<file path="config.mk">
export PLATFORM = sky130hd
export DESIGN_NAME = insn_prefetcher_flat
export DESIGN_NICKNAME = d
export VERILOG_FILES = /design/src/rtl/insn_prefetcher_pkg.sv /design/src/rtl/insn_prefetcher_if.sv /design/src/rtl/insn_prefetcher_fifo.sv /design/src/rtl/insn_prefetcher.sv /design/src/flat_wrapper.sv
export SDC_FILE = /design/constraint.sdc
export NUM_CORES = 1
export LEC_CHECK = 0
export BUFFER_PORTS_ARGS = -buffer_cell sky130_fd_sc_hd__buf_2
export CAP_MARGIN = 20
export CELL_PAD_IN_SITES_DETAIL_PLACEMENT = 0
export CELL_PAD_IN_SITES_GLOBAL_PLACEMENT = 2
export CORE_UTILIZATION = 45
export DETAILED_ROUTE_END_ITERATION = 6
export PLACE_DENSITY_LB_ADDON = 0.1
export SLEW_MARGIN = 20
export SYNTH_ARGS = -nofsm -noshare
export SYNTH_HDL_FRONTEND = slang
export SYNTH_SLANG_ARGS = --single-unit
</file>
<file path="constraint.sdc">
create_clock -name clk -period 5.5 [get_ports clk]
set_input_delay 0.825 -clock clk [delete_from_list [all_inputs] [get_ports clk]]
set_output_delay 0.825 -clock clk [all_outputs]
set_load 0.01 [all_outputs]
</file>
<file path="src/rtl/insn_prefetcher_pkg.sv">
// ============================================================================
// Module   : insn_prefetcher_pkg
// Brief    : Shared instruction-fetch widths, default queue depth, helpers.
// Revision : 1.0
// ============================================================================
`default_nettype none

package insn_prefetcher_pkg;

    localparam int c_LEN_INSN      = 32;
    localparam int c_MEM_INSN_ADDR = 8;
    localparam int c_DEPTH         = 4;

    // Occupancy counter width: must hold the value DEPTH itself.
    function automatic int count_width(input int depth);
        return $clog2(depth) + 1;
    endfunction

endpackage

`default_nettype wire

</file>
<file path="src/rtl/insn_prefetcher_if.sv">
// ============================================================================
// Module   : insn_prefetcher_if
// Brief    : Memory, control and downstream bundle of the prefetcher.
//            Perf ports present only with INSN_PREFETCH_PERF_EN.
// Revision : 1.0
// ============================================================================
`default_nettype none

interface insn_prefetcher_if
    import insn_prefetcher_pkg::*;
#(
    parameter int LEN_INSN      = c_LEN_INSN,
    parameter int MEM_INSN_ADDR = c_MEM_INSN_ADDR
);

    logic                     en_i;
    logic                     redirect_i;
    logic [MEM_INSN_ADDR-1:0] redirect_addr_i;
    logic                     stall_i;
    logic                     valid_o;
    logic [LEN_INSN-1:0]      insn_o;
    logic [MEM_INSN_ADDR-1:0] pc_o;
    logic [MEM_INSN_ADDR-1:0] mem_addr;
    logic                     mem_rd;
    logic [LEN_INSN-1:0]      mem_q;
`ifdef INSN_PREFETCH_PERF_EN
    logic [31:0]              perf_stall_cnt_o;
    logic [15:0]              perf_flush_cnt_o;

    modport master (
        input  en_i, redirect_i, redirect_addr_i, stall_i, mem_q,
        output valid_o, insn_o, pc_o, mem_addr, mem_rd,
        output perf_stall_cnt_o, perf_flush_cnt_o
    );

    modport slave (
        output en_i, redirect_i, redirect_addr_i, stall_i, mem_q,
        input  valid_o, insn_o, pc_o, mem_addr, mem_rd,
        input  perf_stall_cnt_o, perf_flush_cnt_o
    );
`else
    modport master (
        input  en_i, redirect_i, redirect_addr_i, stall_i, mem_q,
        output valid_o, insn_o, pc_o, mem_addr, mem_rd
    );

    modport slave (
        output en_i, redirect_i, redirect_addr_i, stall_i, mem_q,
        input  valid_o, insn_o, pc_o, mem_addr, mem_rd
    );
`endif

endinterface

`default_nettype wire

</file>
<file path="src/rtl/insn_prefetcher_fifo.sv">
// ============================================================================
// Module   : insn_fifo
// Brief    : DEPTH-deep queue with flush (over push), combinational head read.
// Revision : 1.0
// ============================================================================
`default_nettype none

module insn_fifo
    import insn_prefetcher_pkg::*;
#(
    parameter int WIDTH = 40,
    parameter int DEPTH = 4
)(
    input  wire logic                          clk,
    input  wire logic                          rst,
    input  wire logic                          flush,
    input  wire logic                          push,
    input  wire logic                          pop,
    input  wire logic [WIDTH-1:0]              wdata,
    output logic      [count_width(DEPTH)-1:0] count,
    output logic      [WIDTH-1:0]              head
);

    localparam int PW = $clog2(DEPTH);
    localparam int CW = count_width(DEPTH);

    logic [WIDTH-1:0] r_mem [DEPTH];
    logic [PW-1:0]    r_rd_ptr;
    logic [PW-1:0]    r_wr_ptr;
    logic [CW-1:0]    r_count;

    // Storage is cleared on reset so the head never shows X before first push.
    always_ff @(posedge clk or negedge rst) begin
        if (!rst) begin
            r_rd_ptr <= '0;
            r_wr_ptr <= '0;
            r_count  <= '0;
            for (int i = 0; i < DEPTH; i++) begin
                r_mem[i] <= '0;
            end
        end else if (flush) begin
            r_rd_ptr <= '0;
            r_wr_ptr <= '0;
            r_count  <= '0;
        end else begin
            if (push) begin
                r_mem[r_wr_ptr] <= wdata;
                r_wr_ptr        <= r_wr_ptr + PW'(1);
            end
            if (pop) begin
                r_rd_ptr <= r_rd_ptr + PW'(1);
            end
            case ({push, pop})
                2'b10:   r_count <= r_count + CW'(1);
                2'b01:   r_count <= r_count - CW'(1);
                default: r_count <= r_count;
            endcase
        end
    end

    assign count = r_count;
    assign head  = r_mem[r_rd_ptr];

endmodule

`default_nettype wire

</file>
<file path="src/rtl/insn_prefetcher.sv">
// ============================================================================
// Module   : insn_prefetcher
// Brief    : Sequential fetch from 1-cycle sync memory into a prefetch queue,
//            with redirect/flush and PC tags. Option: INSN_PREFETCH_PERF_EN.
// Revision : 1.0
// ============================================================================
`default_nettype none

module insn_prefetcher
    import insn_prefetcher_pkg::*;
#(
    parameter int                       LEN_INSN      = c_LEN_INSN,
    parameter int                       MEM_INSN_ADDR = c_MEM_INSN_ADDR,
    parameter int                       DEPTH         = c_DEPTH,
    parameter logic [MEM_INSN_ADDR-1:0] RESET_ADDR    = '0
)(
    input  wire logic          clk,
    input  wire logic          rst,
    insn_prefetcher_if.master  bus
);

    localparam int CW = count_width(DEPTH);
    localparam int EW = LEN_INSN + MEM_INSN_ADDR;

    logic [CW-1:0]            w_count;
    logic [EW-1:0]            w_head;
    logic [CW:0]              w_level;
    logic [MEM_INSN_ADDR-1:0] w_addr;
    logic                     w_valid;
    logic                     w_pop;
    logic                     w_push;
    logic                     w_issue;

    logic                     r_inflight;
    logic [MEM_INSN_ADDR-1:0] r_pc;
    logic [MEM_INSN_ADDR-1:0] r_issued_addr;

    // w_level is the occupancy after this edge once the in-flight read lands;
    // issuing only below DEPTH keeps the next return from overflowing.
    always_comb begin
        w_valid = (w_count != '0) && !bus.redirect_i;
        w_pop   = w_valid && !bus.stall_i;
        w_push  = r_inflight && !bus.redirect_i;
        w_addr  = bus.redirect_i ? bus.redirect_addr_i : r_pc;
        w_level = (CW+1)'(w_count) + (CW+1)'(r_inflight) - (CW+1)'(w_pop);
        w_issue = bus.en_i && (bus.redirect_i || (w_level < (CW+1)'(DEPTH)));
    end

    always_ff @(posedge clk or negedge rst) begin
        if (!rst) begin
            r_pc          <= RESET_ADDR;
            r_inflight    <= 1'b0;
            r_issued_addr <= '0;
        end else begin
            r_inflight <= w_issue;
            if (w_issue) begin
                r_pc          <= w_addr + MEM_INSN_ADDR'(1);
                r_issued_addr <= w_addr;
            end else if (bus.redirect_i) begin
                r_pc <= bus.redirect_addr_i;
            end
        end
    end

    insn_fifo #(
        .WIDTH (EW),
        .DEPTH (DEPTH)
    ) u_fifo (
        .clk   (clk),
        .rst   (rst),
        .flush (bus.redirect_i),
        .push  (w_push),
        .pop   (w_pop),
        .wdata ({bus.mem_q, r_issued_addr}),
        .count (w_count),
        .head  (w_head)
    );

    assign bus.mem_addr = w_addr;
    assign bus.mem_rd   = w_issue;
    assign bus.valid_o  = w_valid;
    assign bus.insn_o   = w_head[EW-1 -: LEN_INSN];
    assign bus.pc_o     = w_head[MEM_INSN_ADDR-1:0];

`ifdef INSN_PREFETCH_PERF_EN
    logic [31:0] r_perf_stall_cnt;
    logic [15:0] r_perf_flush_cnt;

    always_ff @(posedge clk or negedge rst) begin
        if (!rst) begin
            r_perf_stall_cnt <= '0;
            r_perf_flush_cnt <= '0;
        end else begin
            if (w_valid && bus.stall_i && (r_perf_stall_cnt != '1)) begin
                r_perf_stall_cnt <= r_perf_stall_cnt + 32'd1;
            end
            if (bus.redirect_i && (r_perf_flush_cnt != '1)) begin
                r_perf_flush_cnt <= r_perf_flush_cnt + 16'd1;
            end
        end
    end

    assign bus.perf_stall_cnt_o = r_perf_stall_cnt;
    assign bus.perf_flush_cnt_o = r_perf_flush_cnt;
`endif

endmodule

`default_nettype wire

</file>
<file path="src/flat_wrapper.sv">
// flat-port wrapper written by rule: the top's interface ports become plain ports
module insn_prefetcher_flat import insn_prefetcher_pkg::*;
#(
    parameter int                       LEN_INSN      = c_LEN_INSN,
    parameter int                       MEM_INSN_ADDR = c_MEM_INSN_ADDR,
    parameter int                       DEPTH         = c_DEPTH,
    parameter logic [MEM_INSN_ADDR-1:0] RESET_ADDR    = '0
)
  (clk, rst, bus_en_i, bus_redirect_i, bus_redirect_addr_i, bus_stall_i, bus_mem_q, bus_valid_o, bus_insn_o, bus_pc_o, bus_mem_addr, bus_mem_rd);
  insn_prefetcher_if #(.LEN_INSN(LEN_INSN), .MEM_INSN_ADDR(MEM_INSN_ADDR)) bus_i ();
  input  wire logic clk;
  input  wire logic rst;
  input wire logic [$bits(bus_i.en_i)-1:0] bus_en_i;
  input wire logic [$bits(bus_i.redirect_i)-1:0] bus_redirect_i;
  input wire logic [$bits(bus_i.redirect_addr_i)-1:0] bus_redirect_addr_i;
  input wire logic [$bits(bus_i.stall_i)-1:0] bus_stall_i;
  input wire logic [$bits(bus_i.mem_q)-1:0] bus_mem_q;
  output wire logic [$bits(bus_i.valid_o)-1:0] bus_valid_o;
  output wire logic [$bits(bus_i.insn_o)-1:0] bus_insn_o;
  output wire logic [$bits(bus_i.pc_o)-1:0] bus_pc_o;
  output wire logic [$bits(bus_i.mem_addr)-1:0] bus_mem_addr;
  output wire logic [$bits(bus_i.mem_rd)-1:0] bus_mem_rd;
  assign bus_i.en_i = bus_en_i;
  assign bus_i.redirect_i = bus_redirect_i;
  assign bus_i.redirect_addr_i = bus_redirect_addr_i;
  assign bus_i.stall_i = bus_stall_i;
  assign bus_i.mem_q = bus_mem_q;
  assign bus_valid_o = bus_i.valid_o;
  assign bus_insn_o = bus_i.insn_o;
  assign bus_pc_o = bus_i.pc_o;
  assign bus_mem_addr = bus_i.mem_addr;
  assign bus_mem_rd = bus_i.mem_rd;
  insn_prefetcher #(.LEN_INSN(LEN_INSN), .MEM_INSN_ADDR(MEM_INSN_ADDR), .DEPTH(DEPTH), .RESET_ADDR(RESET_ADDR)) u_core (.clk(clk), .rst(rst), .bus(bus_i));
endmodule
</file>
## Word level (Yosys, flattened, before mapping)

Cells that the tools add are included.

- Eq/ne operators: 2
- $mul: 0
- Mux-type cells: 14
- Magnitude comparators: 4
- Div/mod/pow operators: 0
- $add $sub $neg: 7
- Reductions and logical operators: 13
- Bitwise operators: 3
- Shift-type cells: 0

Operator list:

| cell | count |
|---|---|
| $bwmux 160 | 1 |
| $mux 40 | 3 |
| $bmux 40 s2 | 1 |
| $demux 40 s2 | 1 |
| $mux 8 | 2 |
| $add 8x1->8 const B | 1 |
| $mux 2 | 4 |
| $ge 3x3->1 const B | 2 |
| $not 2->3 | 2 |
| $pmux 3 s2 | 1 |
| $reduce_bool 3->1 | 2 |
| $logic_and 1x1->1 | 5 |
| $add 2x1->2 const B | 2 |
| $add 3x1->4 | 1 |
| $lt 4x3->1 const B | 1 |
| $reduce_bool 2->1 | 2 |
| $sub 4x1->4 | 1 |
| $add 3x1->3 const B | 1 |
| $lt 3x1->1 const B | 1 |
| $mux 3 | 1 |
| $sub 3x1->3 const B | 1 |
| $eq 2x1->1 const B | 1 |
| $eq 2x2->1 const B | 1 |
| $logic_not 1->1 | 2 |
| other kinds (3) | 3 |

- Bits in read-only memories: 0
- Input bits: 45
- Output and inout bits: 50
- Bits in registers: 184
- Logic and storage cells: 53
- Bits in latches: 0
- Memories kept: 0
- Bits in writable memories: 0

## Longest topological paths before layout

- Depth in word-level cells: 8
- Gate-level depth with buffers: 13
- Depth with buffers taken out: 11

## Modules after synthesis

Synthesis repeated with hierarchy kept, for this count alone.

- Cell total of the unflattened synthesis: 515
- Area, all modules: 8496.9 sq um

Modules (own cells, without submodules):

| module | sequential area each (sq um) | area an instance (sq um) | cells an instance | instances |
|---|---|---|---|---|
| insn_fifo | 4179.0 | 7589.8 | 427 | 1 |
| insn_prefetcher | 425.4 | 907.1 | 88 | 1 |

## Least setup slack after synthesis

OpenSTA, ideal clock, no wires.

- Path kind: input port to output port
- From: in bus_redirect_i
- To: out bus_mem_rd
- Data required time: 4.675 ns
- Buffers on the path: 2
- Slack: 2.055 ns
- Stages: 10
- Arrival: 2.620 ns
- Cells stage by stage: or3_1 > buf_2 > inv_1 > ha_1 > inv_1 > ha_1 > nand3b_1 > a211o_1 > a21boi_2 > buf_2

- Word-level cells in the longest chain between the ends: 7

Ends and longest elaborated chain:

| element | RTL line | RTL |
|---|---|---|
| start, declared | flat_wrapper.sv:14 | `input wire logic [$bits(bus_i.redirect_i)-1:0] bus_redirect_i;` |
| $logic_not 1->1 | insn_prefetcher.sv:41 | `w_valid = (w_count != '0) && !bus.redirect_i;` |
| $logic_and 1x1->1 | insn_prefetcher.sv:41 |  |
| $logic_and 1x1->1 | insn_prefetcher.sv:42 | `w_pop = w_valid && !bus.stall_i;` |
| $sub 4x1->4 | insn_prefetcher.sv:45 | `w_level = (CW+1)'(w_count) + (CW+1)'(r_inflight) - (CW+1)'(w_pop);` |
| $lt 4x3->1 | insn_prefetcher.sv:46 | `w_issue = bus.en_i && (bus.redirect_i \|\| (w_level < (CW+1)'(DEPTH)));` |
| $logic_or 1x1->1 (*) | insn_prefetcher.sv:46 |  |
| $logic_and 1x1->1 (*) | insn_prefetcher.sv:46 |  |
| end, declared | flat_wrapper.sv:22 | `output wire logic [$bits(bus_i.mem_rd)-1:0] bus_mem_rd;` |

Every way passes the cells marked *; elsewhere a longest branch is shown, timed or not.

## Final worst setup path

Same ends and word-level chain as after synthesis.

==> results.cfg <==
[global_route]
grt-ovfl-total = 0
grt_pass1_wl_mm = 26.1
grt_usage = 0.187
grt_max_degree = 112
grt_pass1_vias = 4976
antenna_found_initial = 0

[synthesis]
syn_nets = 568
ys_warn_count = 0
synthFlopType = dfrtp_1
synth_edf_count = 0
synth_top_area_frac = 0.564
async_flop_share = 1.00
synth_area_um2 = 8160
synth_cell_types = 29
synth_largest_area_cell = dfrtp_1
yosysMostFrequentCell = dfrtp_1
netlist_instances = 514
synthTopCellsByCount = dfrtp_1, mux2_2, mux4_2
synthTopCellsByArea = dfrtp_1, mux2_2, mux4_2, buf_2, ha_1
synth_area_per_cell_um2 = 15.9
synth.ff_latch_count = 184
yosysSeqAreaShare = 0.564

[worst_setup_path]
slowest_delay_ns = 0.51
critPathTopFamily = buffers and inverters
required_ns = 4.68
ff2ff_path_depth = 11
crit_fanout = 22
path_buf_inv = 5
startpoint_type = primary input
r2r_start = u_core.u_fifo.count[0]
worstPathArrival_ns = 3.18
endpoint_kind = output pin
worstSetupPathType = in2out
r2r_slack_ns = 2.67
cp_slowest_cell = or3_1
cp_cell_sequence = buf_2 -> or3_1 -> inv_1 -> ha_1 -> inv_1 -> ha_1 -> nand3b_1 -> a211o_1 -> a21boi_2 -> buf_4 -> buf_2
rr_endpoint = u_core.r_pc[1]

[timing]
skew_ns = 0.00613
rsz0062_at_grt = no
drv_slew = 0
finalCriticalPeriod_ns = 4.01
fin_setup_tns_ns = 0
slew_headroom = 0.388
hold_viol = 0
hold_ws_ns = 0.497
worstMarginPinSlew_ns = 0.917
setup_viol = 0
fin_crit_sh = 0.728
timing.fmax_ghz = 0.250

[power]
power_leakage_nw = 4.32
power_density_nw_per_um2 = 540
peakVddDrop_uv = 283

[drt]
routed_wl_mm = 16.0
drc = 0
wl_per_cell_um = 19.1
avgViaCountPerCell = 5.39
first_pass_iters = 4
final_antenna_net_count = 0
vias = 4525
drtIter0Drc = 171

[placed_design]
port-buffer-count = 94
dp_hpwl_mm = 9.93
place_congestion = 0.763

[clocking]
clock-root-buffer = clkbuf_16
cts_tree = done
ctsResizeCount = 0
cts_buffer_depth = 2
cts_sinks = 184
cts_setup_buffers = 0
numCtsBuffers = 17
h-tree-depth = 4
clk_pin_slew_ns = 0.06
ctsHoldBuffers = 0
clk_latency_ns = 0.41

[hold_path]
hold_path.class = reg2reg
min_from = u_core.u_fifo.r_mem[63]
worstHoldEndpoint = u_core.u_fifo.r_mem[63]
holdPathStages = 1

[layout]
multiInputGateArea_um2 = 3360
syn2layout_area_growth_pct = 16.2
fillers = 1462
n_antenna_cell = 0
fin_nets = 657
drive_above_1_share = 0.564
final-seq-area_um2 = 4610

[die]
die-area_um2 = 18700
die_w_um = 137
ios = 95
die_y_um = 137
initial_utilization = 0.467
rows = 48
core_area_um2 = 17500

[flow_run]
cap_violations = 0

[status]
outcome = finished, final reports clean
-- final cells by class --
class | count | area share
well taps | 225 | 0.0297
flip-flops and latches | 184 | 0.486
inverters | 13 | 0.00515
clock inverters | 8 | 0.0177
clock buffers | 23 | 0.0504
multi-input cells | 285 | 0.354
repair buffers | 102 | 0.0569
-- report_power, final --
group	internal, W	switching [W]	total (W)
Clock	0.000840	0.000482	0.00132
Sequential	0.00194	0.000360	0.00230
Combinational	0.000933	0.000567	0.00150
Total	0.00371	0.00141	0.00512
-- worst max path at each step --
| stage | start | to | slack, ns | cells past startpoint |
|---|---|---|---|---|
| after CTS | bus_redirect_i | bus_mem_rd | 1.47 | 11 |
| after global placement | bus_redirect_i | bus_mem_rd | 1.53 | 11 |
| final | bus_redirect_i | bus_mem_rd | 1.49 | 11 |
| after detailed placement | bus_redirect_i | bus_mem_rd | 1.48 | 11 |
| after global routing | bus_redirect_i | bus_mem_rd | 1.33 | 11 |
| after floorplan | bus_redirect_i | bus_mem_rd | 2.06 | 10 |
-- kinds of logic (layout without fill, tap and decap cells) --
logic type                 Yosys count  after routing  synth area share
AOI/OAI and AO/OA                   14             14            0.0124
and+or+nand+nor                     36             36            0.0204
DFF                                184            184             0.564
xor gates and xnor gates            13             13            0.0140
buffers and inverters               45            146            0.0256
muxes                              213            213             0.349
adders and majority gates            9              9            0.0147
-- state kept, by name, summed over array words and instances (netlist names) --
signal / cells
u_core.u_fifo.count: 3
u_core.u_fifo.r_wr_ptr: 2
u_core.r_issued_addr: 8
u_core.u_fifo.r_mem: 160
u_core.r_inflight: 1
u_core.r_pc: 8
u_core.u_fifo.r_rd_ptr: 2
-- through the flow --
stage	total power (W)	cells	utilization	cell area [um^2]	setup slack (ns)
after CTS	0.00520	840	0.542	9480	1.47
final	0.00512	840	0.542	9480	1.49
after detailed placement	0.00386	809	0.505	8830	1.48
after global placement	0.00377	809	0.505	8830	1.53
after floorplan	0.00334	514	-	8160	2.06
after global routing	0.00544	840	0.542	9480	1.33
-- metal layers --
metal  track usage  up-vias  share of wire
li1              -     2045              -
met1         0.247     2397           0.46
met2         0.307       74           0.50
met3        0.0448        9          0.033
met4        0.0543        0         0.0099
met5             0        -              0
-- layout by cell type, fill, tap and decap left out, types with 5 or more instances in the layout --
cell         n
a21oi_1      6
mux4_2      40
xnor2_1     10
nand3_1      5
nor2_1      13
buf_2       93
ha_1         8
clkbuf_16   17
inv_1       13
mux2_2     169
dfrtp_1    182
bufinv_16    5
buf_4        8
Power figures use the tool's default switching activity.
